File: config.mk
export PLATFORM = sky130hd
export DESIGN_NAME = mem_port_arbiter
export DESIGN_NICKNAME = d
export VERILOG_FILES = /design/src/rtl/mem_port_arbiter.sv
export SDC_FILE = /design/constraint.sdc
export NUM_CORES = 1
export LEC_CHECK = 0
export ABC_AREA = 1
export CAP_MARGIN = 20
export CORE_MARGIN = 3
export CORE_UTILIZATION = 25
export DETAILED_ROUTE_END_ITERATION = 6
export PLACE_DENSITY = 0.56
export SYNTH_ARGS = -nofsm -noshare
export SYNTH_HDL_FRONTEND = slang
export SYNTH_SLANG_ARGS = --single-unit
File: constraint.sdc
create_clock -name clk -period 8.3 [get_ports clk]
set_input_delay 2.49 -clock clk [delete_from_list [all_inputs] [get_ports clk]]
set_output_delay 2.49 -clock clk [all_outputs]
set_load 0.1 [all_outputs]
File: src/rtl/mem_port_arbiter.sv
// Round-robin two-master arbiter and sequencer for the shared data-memory port.
// Optional ARB_LOCK_EN adds m0_lock/m1_lock to let the last owner keep the port.
module mem_port_arbiter #(
    parameter int unsigned MEM_LATENCY = 1
) (
    input  logic        clk,
    input  logic        reset,
    input  logic        m0_req,
    input  logic [31:0] m0_addr,
    input  logic        m0_we,
    input  logic [31:0] m0_wdata,
    input  logic [3:0]  m0_be,
    input  logic        m1_req,
    input  logic [31:0] m1_addr,
    input  logic        m1_we,
    input  logic [31:0] m1_wdata,
    input  logic [3:0]  m1_be,
`ifdef ARB_LOCK_EN
    input  logic        m0_lock,
    input  logic        m1_lock,
`endif
    output logic        m0_gnt,
    output logic        m1_gnt,
    output logic        m0_done,
    output logic        m1_done,
    output logic [31:0] m0_rdata,
    output logic [31:0] m1_rdata,
    output logic [31:0] memaddr,
    output logic        memwrite,
    output logic        memread,
    output logic [31:0] writedata,
    output logic [3:0]  be,
    input  logic [31:0] readdata,
    output logic        busy
);

    typedef enum logic [1:0] {StIdle, StIssue, StWait, StDone} state_t;

    localparam logic [3:0] CntInit = 4'(MEM_LATENCY - 1);

    state_t      r_state;
    state_t      w_state_next;
    logic        r_owner;
    logic        r_rr;
    logic [3:0]  r_cnt;
    logic [31:0] r_addr;
    logic        r_we;
    logic [31:0] r_wdata;
    logic [3:0]  r_be;
    logic [31:0] r_m0_rdata;
    logic [31:0] r_m1_rdata;
    logic        w_any_req;
    logic        w_winner;
    logic        w_drive;
    logic        w_capture;

`ifdef ARB_LOCK_EN
    logic        r_lock_vld;
    logic        r_lock_owner;
`endif

    assign w_any_req = m0_req | m1_req;

    always_comb begin
        w_winner = 1'b0;
        if (m0_req && m1_req) begin
            w_winner = r_rr;
        end else if (m1_req) begin
            w_winner = 1'b1;
        end
`ifdef ARB_LOCK_EN
        // A locked owner that requests again overrides the round-robin pointer.
        if (r_lock_vld && (r_lock_owner ? m1_req : m0_req)) begin
            w_winner = r_lock_owner;
        end
`endif
    end

    always_ff @(posedge clk or posedge reset) begin
        if (reset) begin
            r_state <= StIdle;
        end else begin
            r_state <= w_state_next;
        end
    end

    always_comb begin
        w_state_next = r_state;
        unique case (r_state)
            StIdle:  if (w_any_req) w_state_next = StIssue;
            StIssue: w_state_next = (r_cnt == 4'd0) ? StDone : StWait;
            StWait:  if (r_cnt == 4'd0) w_state_next = StDone;
            StDone:  w_state_next = StIdle;
            default: w_state_next = StIdle;
        endcase
    end

    assign w_capture = ((r_state == StIssue) || (r_state == StWait)) && (r_cnt == 4'd0) && !r_we;

    always_ff @(posedge clk or posedge reset) begin
        if (reset) begin
            r_owner    <= 1'b0;
            r_rr       <= 1'b0;
            r_cnt      <= 4'd0;
            r_addr     <= 32'd0;
            r_we       <= 1'b0;
            r_wdata    <= 32'd0;
            r_be       <= 4'd0;
            r_m0_rdata <= 32'd0;
            r_m1_rdata <= 32'd0;
        end else begin
            if (r_state == StIdle && w_any_req) begin
                r_owner <= w_winner;
                r_cnt   <= CntInit;
                r_addr  <= w_winner ? m1_addr : m0_addr;
                r_we    <= w_winner ? m1_we : m0_we;
                r_wdata <= w_winner ? m1_wdata : m0_wdata;
                r_be    <= w_winner ? m1_be : m0_be;
            end
            if (r_state == StIssue) begin
                r_rr <= ~r_owner;
            end
            if ((r_state == StIssue || r_state == StWait) && r_cnt != 4'd0) begin
                r_cnt <= r_cnt - 4'd1;
            end
            if (w_capture) begin
                if (r_owner) begin
                    r_m1_rdata <= readdata;
                end else begin
                    r_m0_rdata <= readdata;
                end
            end
        end
    end

`ifdef ARB_LOCK_EN
    always_ff @(posedge clk or posedge reset) begin
        if (reset) begin
            r_lock_vld   <= 1'b0;
            r_lock_owner <= 1'b0;
        end else if (r_state == StDone) begin
            r_lock_vld   <= r_owner ? m1_lock : m0_lock;
            r_lock_owner <= r_owner;
        end else if (r_state == StIdle && w_any_req) begin
            r_lock_vld   <= 1'b0;
        end
    end
`endif

    assign w_drive = (r_state == StIssue) || (r_state == StWait);

    always_comb begin
        memaddr   = w_drive ? r_addr : 32'd0;
        writedata = w_drive ? r_wdata : 32'd0;
        be        = w_drive ? r_be : 4'd0;
        memwrite  = w_drive && r_we;
        memread   = w_drive && !r_we;
        m0_gnt    = (r_state == StIssue) && !r_owner;
        m1_gnt    = (r_state == StIssue) && r_owner;
        m0_done   = (r_state == StDone) && !r_owner;
        m1_done   = (r_state == StDone) && r_owner;
        busy      = (r_state != StIdle);
        m0_rdata  = r_m0_rdata;
        m1_rdata  = r_m1_rdata;
    end

endmodule

Yosys cells after proc, flatten, opt, wreduce, memory -nomap -nowiden
Cells that the tools add are included.
- add/subtract/negate cells: 1
- $mul: 0
- div/mod/pow operators: 0
- order comparisons: 0
- equality and inequality tests: 5
- shift operators: 0
- multiplexer cells: 15
- bitwise logic cells: 2
- reductions and logical operators: 22
- operators with widths (operator ; number):
    $mux 32 ; 4
    $mux 4 ; 4
    $logic_and 1x1->1 ; 11
    $pmux 2 s4 ; 1
    $reduce_and 2->1 ; 3
    $eq 2x2->1 const B ; 2
    $logic_not 4->1 ; 1
    $mux 1 ; 4
    $mux 2 ; 2
    $ne 2x2->1 const B ; 2
    $reduce_bool 2->1 ; 2
    $reduce_bool 4->1 ; 1
    $sub 4x1->4 const B ; 1
    $eq 2x1->1 const B ; 1
    $logic_not 1->1 ; 2
    $logic_not 2->1 ; 1
    $logic_or 1x1->1 ; 1
    $not 1->1 ; 1
    $or 1x1->1 ; 1
- bits in registers: 141
- latch bits: 0
- memory bits (writable): 0
- memory bits (read-only): 0
- bits of input ports: 174
- logic and storage cells: 55
- memories: 0

Logic depth before layout (Yosys ltp)
- depth in word-level cells: 5
- gate-level depth with buffers: 9
- mapped depth without buffers: 7

Worst setup path before layout
No wires, ideal clock.
- path type: register -> output
- start: reg r_owner
- end: out m0_done
- data arrival time: 2.042 ns
- data required time: 5.810 ns
- path slack: 3.768 ns
- stages on the path, launching flop included: 4
- cell sequence: dfrtp_1 -> clkbuf_1 -> buf_1 -> nor2_1
- word-level cells in the longest chain between the ends: 2
- ends and longest elaborated chain (element ; line ; text):
    from (decl) ; 43 ; logic r_owner;
    from (signal assigned) ; 113 ; r_owner <= w_winner;
    $logic_not 1->1 ; 160 ; m0_done = (r_state == StDone) && !r_owner;
    $logic_and 1x1->1 ; 160 ;
    to (decl) ; 24 ; output logic m0_done,
Every way passes these cells.

Worst setup path in the final report
- start: reg r_state[0]
- end: out memread
- word-level cells in the longest chain between the ends: 3
- ends and longest elaborated chain (element ; line ; text):
    from (decl) ; 41 ; state_t r_state;
    from (signal assigned) ; 81 ; r_state <= StIdle;
    from (signal assigned) ; 83 ; r_state <= w_state_next;
    $eq 2x1->1 or $eq 2x2->1 (tied branches) ; 150 ; assign w_drive = (r_state == StIssue) || (r_state == StWait);
    $logic_or 1x1->1 (*) ; 150 ;
    $logic_and 1x1->1 (*) ; 157 ; memread = w_drive && !r_we;
    to (decl) ; 30 ; output logic memread,
Every way passes the cells marked *; elsewhere a longest branch is shown, timed or not.

==> flow_summary.toml <==
[status]
status = "complete, no violations"

[synthesis]
synth_seq_area_share_pct = 46.9
synth.area.top_cells = "sky130_fd_sc_hd__dfrtp_1 (47%), sky130_fd_sc_hd__nand2_1 (24%), sky130_fd_sc_hd__inv_1 (11%)"
yosys_register_bits = 141
yosys_warnings = 0
synth_area_per_cell_sq_um = 6.92
yosysTopAreaCell = "sky130_fd_sc_hd__dfrtp_1"
postSynthNetCount = 1268
post_synth_num_cell_types = 21
synth.cell_area_sq_mm = 0.00752
synthesis.instances = 1086
synthDominantCellAreaShare_pct = 46.9

[placed_design]
routabilityCongestion = 0.853
detailed_place.area_sq_mm = 0.0109
setup_slack_after_placement_ns = 2.52
hpwlAfterDp_microns = 17000
place.port_buffers = 312

[floorplanning]
chipHeight_microns = 179
core.rowCount = 62
boundaryPins = 313
design.die.area_sq_mm = 0.0322
design.core.area_sq_mm = 0.0292
initial_utilization_pct = 25.8
fp.dieW_microns = 179

[clock_network]
holdBufCountCts = 0
clkSlewWorstSetupHoldPaths_ns = 0.06
htree_num_levels = 4
cts_sinks = 141
clock_path_buffers = 2
clk_root_buffer_cell = "sky130_fd_sc_hd__clkbuf_16"
clock_latency_ns = 0.42
numCtsBuffers = 17
cts_resized = 0
clock_tree_from_tritoncts = "built"
postCtsSetupRepairBufs = 0

[critical_path]
cells_along_the_critical_path = "inv_1 -> ha_2 -> inv_1 -> nor2_4 -> buf_4 -> clkdlybuf4s50_1"
r2r_start = "r_state[0]"
worstSetupStartpointType = "flip-flop"
worst-path-max-fanout = 67
worst_ep_required_time_ns = 5.81
worst_ep_arrival_time_ns = 3.68
critical_path_s_largest_stage_delay_ns = 1.26
cp.buffers_inverters = 4
critPathKind = "reg -> out"
cp-startpoint = "r_state[0]"
critPathSlowestCell = "sky130_fd_sc_hd__clkdlybuf4s50_1"
endpoint_kind = "output port"
cp_top_family = "buffers and inverters"
critPathMostFrequentCell = "sky130_fd_sc_hd__inv_1"

[sta]
hold_viol_final = 0
unrepaired_setup_endpoints_after_global_routing = "false"
slew_viol_final = 0
max_slew.worst_pin.slew_ns = 1.03
finalWorstPathRequiredPeriod_ns = 6.17
timing.slew.headroom_pct = 31.3
period_share_pct = 74.4
setup_slack_ns = 2.13
final.setup.tns_ns = 0
timing.fmax_mhz = 162
skew_ns = 0.0132
report.final.setup_viol = 0

[finish]
finalNetCount = 1547
layout-area-overhead-vs-synth_pct = 53.3
final_layout_size_suffix_gt1_share_pct = 3.85
finalCoreUtilization_pct = 39.5
antenna-diode-count = 0
final_area_sq_mm = 0.0115

[grt]
track_usage_pct = 15.5
vias_in_the_first_global_route = 7489
global_route_wire_length_before_repair_microns = 39500
globalRoute.totalOverflow = 0
grt_max_degree = 82
global_route.usage.met3_pct = 5.75
met2_layer_usage_reported_by_global_route_pct = 26.3
antenna_found_initial = 0
gr-usage-met1_pct = 18.5
top_usage_layer = "met2"

[run]
maxCapViolations = 0

[worst_hold_path]
hold_path.class = "reg -> reg"
startpoint_of_the_worst_hold_path = "m0_rdata[5]"

[route]
antenna_left = 0
drt_pass1_iterations = 6
avgRoutedWirePerCell_microns = 14.2
initialDrtViolationCount = 330
post-route-drc-count = 0
drt_wl_total_microns = 25100
dr_total_vias = 7539
vias_per_cell = 4.28
[tightest hold or removal path, cell delays in order, from the launching register on]
cell and delay [ns]:
sky130_fd_sc_hd__dfrtp_1 0.34, sky130_fd_sc_hd__nand2_1 0.05, sky130_fd_sc_hd__nand2_1 0.04
[cell usage in the layout, fill, tap and decap left out, types with 2 or more instances in the layout]
cell | netlist | routed
sky130_fd_sc_hd__nand2_1 | 489 | 489
sky130_fd_sc_hd__clkdlybuf4s50_1 | 0 | 312
sky130_fd_sc_hd__inv_1 | 222 | 220
sky130_fd_sc_hd__dfrtp_1 | 141 | 141
sky130_fd_sc_hd__nand3_1 | 77 | 77
sky130_fd_sc_hd__nand4_1 | 65 | 65
sky130_fd_sc_hd__clkbuf_16 | 0 | 17
sky130_fd_sc_hd__buf_4 | 9 | 12
sky130_fd_sc_hd__inv_6 | 0 | 7
sky130_fd_sc_hd__ha_1 | 8 | 7
sky130_fd_sc_hd__o21ai_0 | 6 | 6
sky130_fd_sc_hd__nor2_1 | 3 | 3
sky130_fd_sc_hd__inv_2 | 3 | 3
sky130_fd_sc_hd__clkbuf_8 | 0 | 3
sky130_fd_sc_hd__clkinv_1 | 1 | 2
sky130_fd_sc_hd__o21ai_4 | 0 | 2
sky130_fd_sc_hd__clkinv_4 | 0 | 2
[stage by stage]
step / hold WS, ns / cells
6_report: 0.470 / 1762
5_1_grt: 0.491 / 1762
4_1_cts: 0.473 / 1762
3_5_place_dp: 0.458 / 1730
3_3_place_gp: 0.453 / 1730
2_1_floorplan: 0.449 / 1086
[state kept, by name, summed over array words and instances, names as in the netlist]
name	count
r_owner	1
r_cnt	4
m1_rdata	32
r_rr	1
r_wdata	32
r_addr	32
m0_rdata	32
r_we	1
r_state	2
r_be	4
[cell type report]
class | instances | area [sq um]
inverter | 226 | 853
tap | 384 | 480
clock inverter | 12 | 124
clock buffer | 20 | 467
fill | 3102 | 17600
timing repair buffer | 324 | 3210
sequential | 141 | 3530
multi-input combinational | 655 | 2860
[per-layer routing]
layer / routed length (microns) / up-vias
met3: 2620 / 22
met4: 337 / 0
met1: 10400 / 3472
met5: 0 / -
met2: 11700 / 268
li1: - / 3777
[logic make-up after synthesis]
family,Yosys count,synth area share [%]
and+or+nand+nor,635,35.2
xor gates and xnor gates,1,0.117
buffers and inverters,290,15.5
adders and majority gates,8,1.33
DFF,141,46.9
AOI/OAI and AO/OA,11,0.899
[worst paths after layout]
path	cells after the start	to	slack, ns
hold reg to reg	2	m0_rdata[5]	0.47
setup reg to reg	9	m1_rdata[27]	5.58
setup / recovery	6	memread	2.13
min in group asynchronous	2	r_wdata[2]	2.59
hold / removal	2	m0_rdata[5]	0.47
max in group asynchronous	3	m1_rdata[9]	4.41
[cell usage after synthesis, drive strengths merged]
| cell type | instances |
|---|---|
| nand2 | 489 |
| inv | 225 |
| dfrtp | 141 |
| nand3 | 77 |
| nand4 | 65 |
| buf | 46 |
| clkbuf | 18 |
| ha | 8 |
| o21ai | 8 |
| nor2 | 4 |
| a21oi | 1 |
| clkinv | 1 |
| o211ai | 1 |
| o21bai | 1 |
| xor2 | 1 |
Power is not shown: default switching activity piles up to over one toggle a cycle in this logic, so the estimate is an artifact.
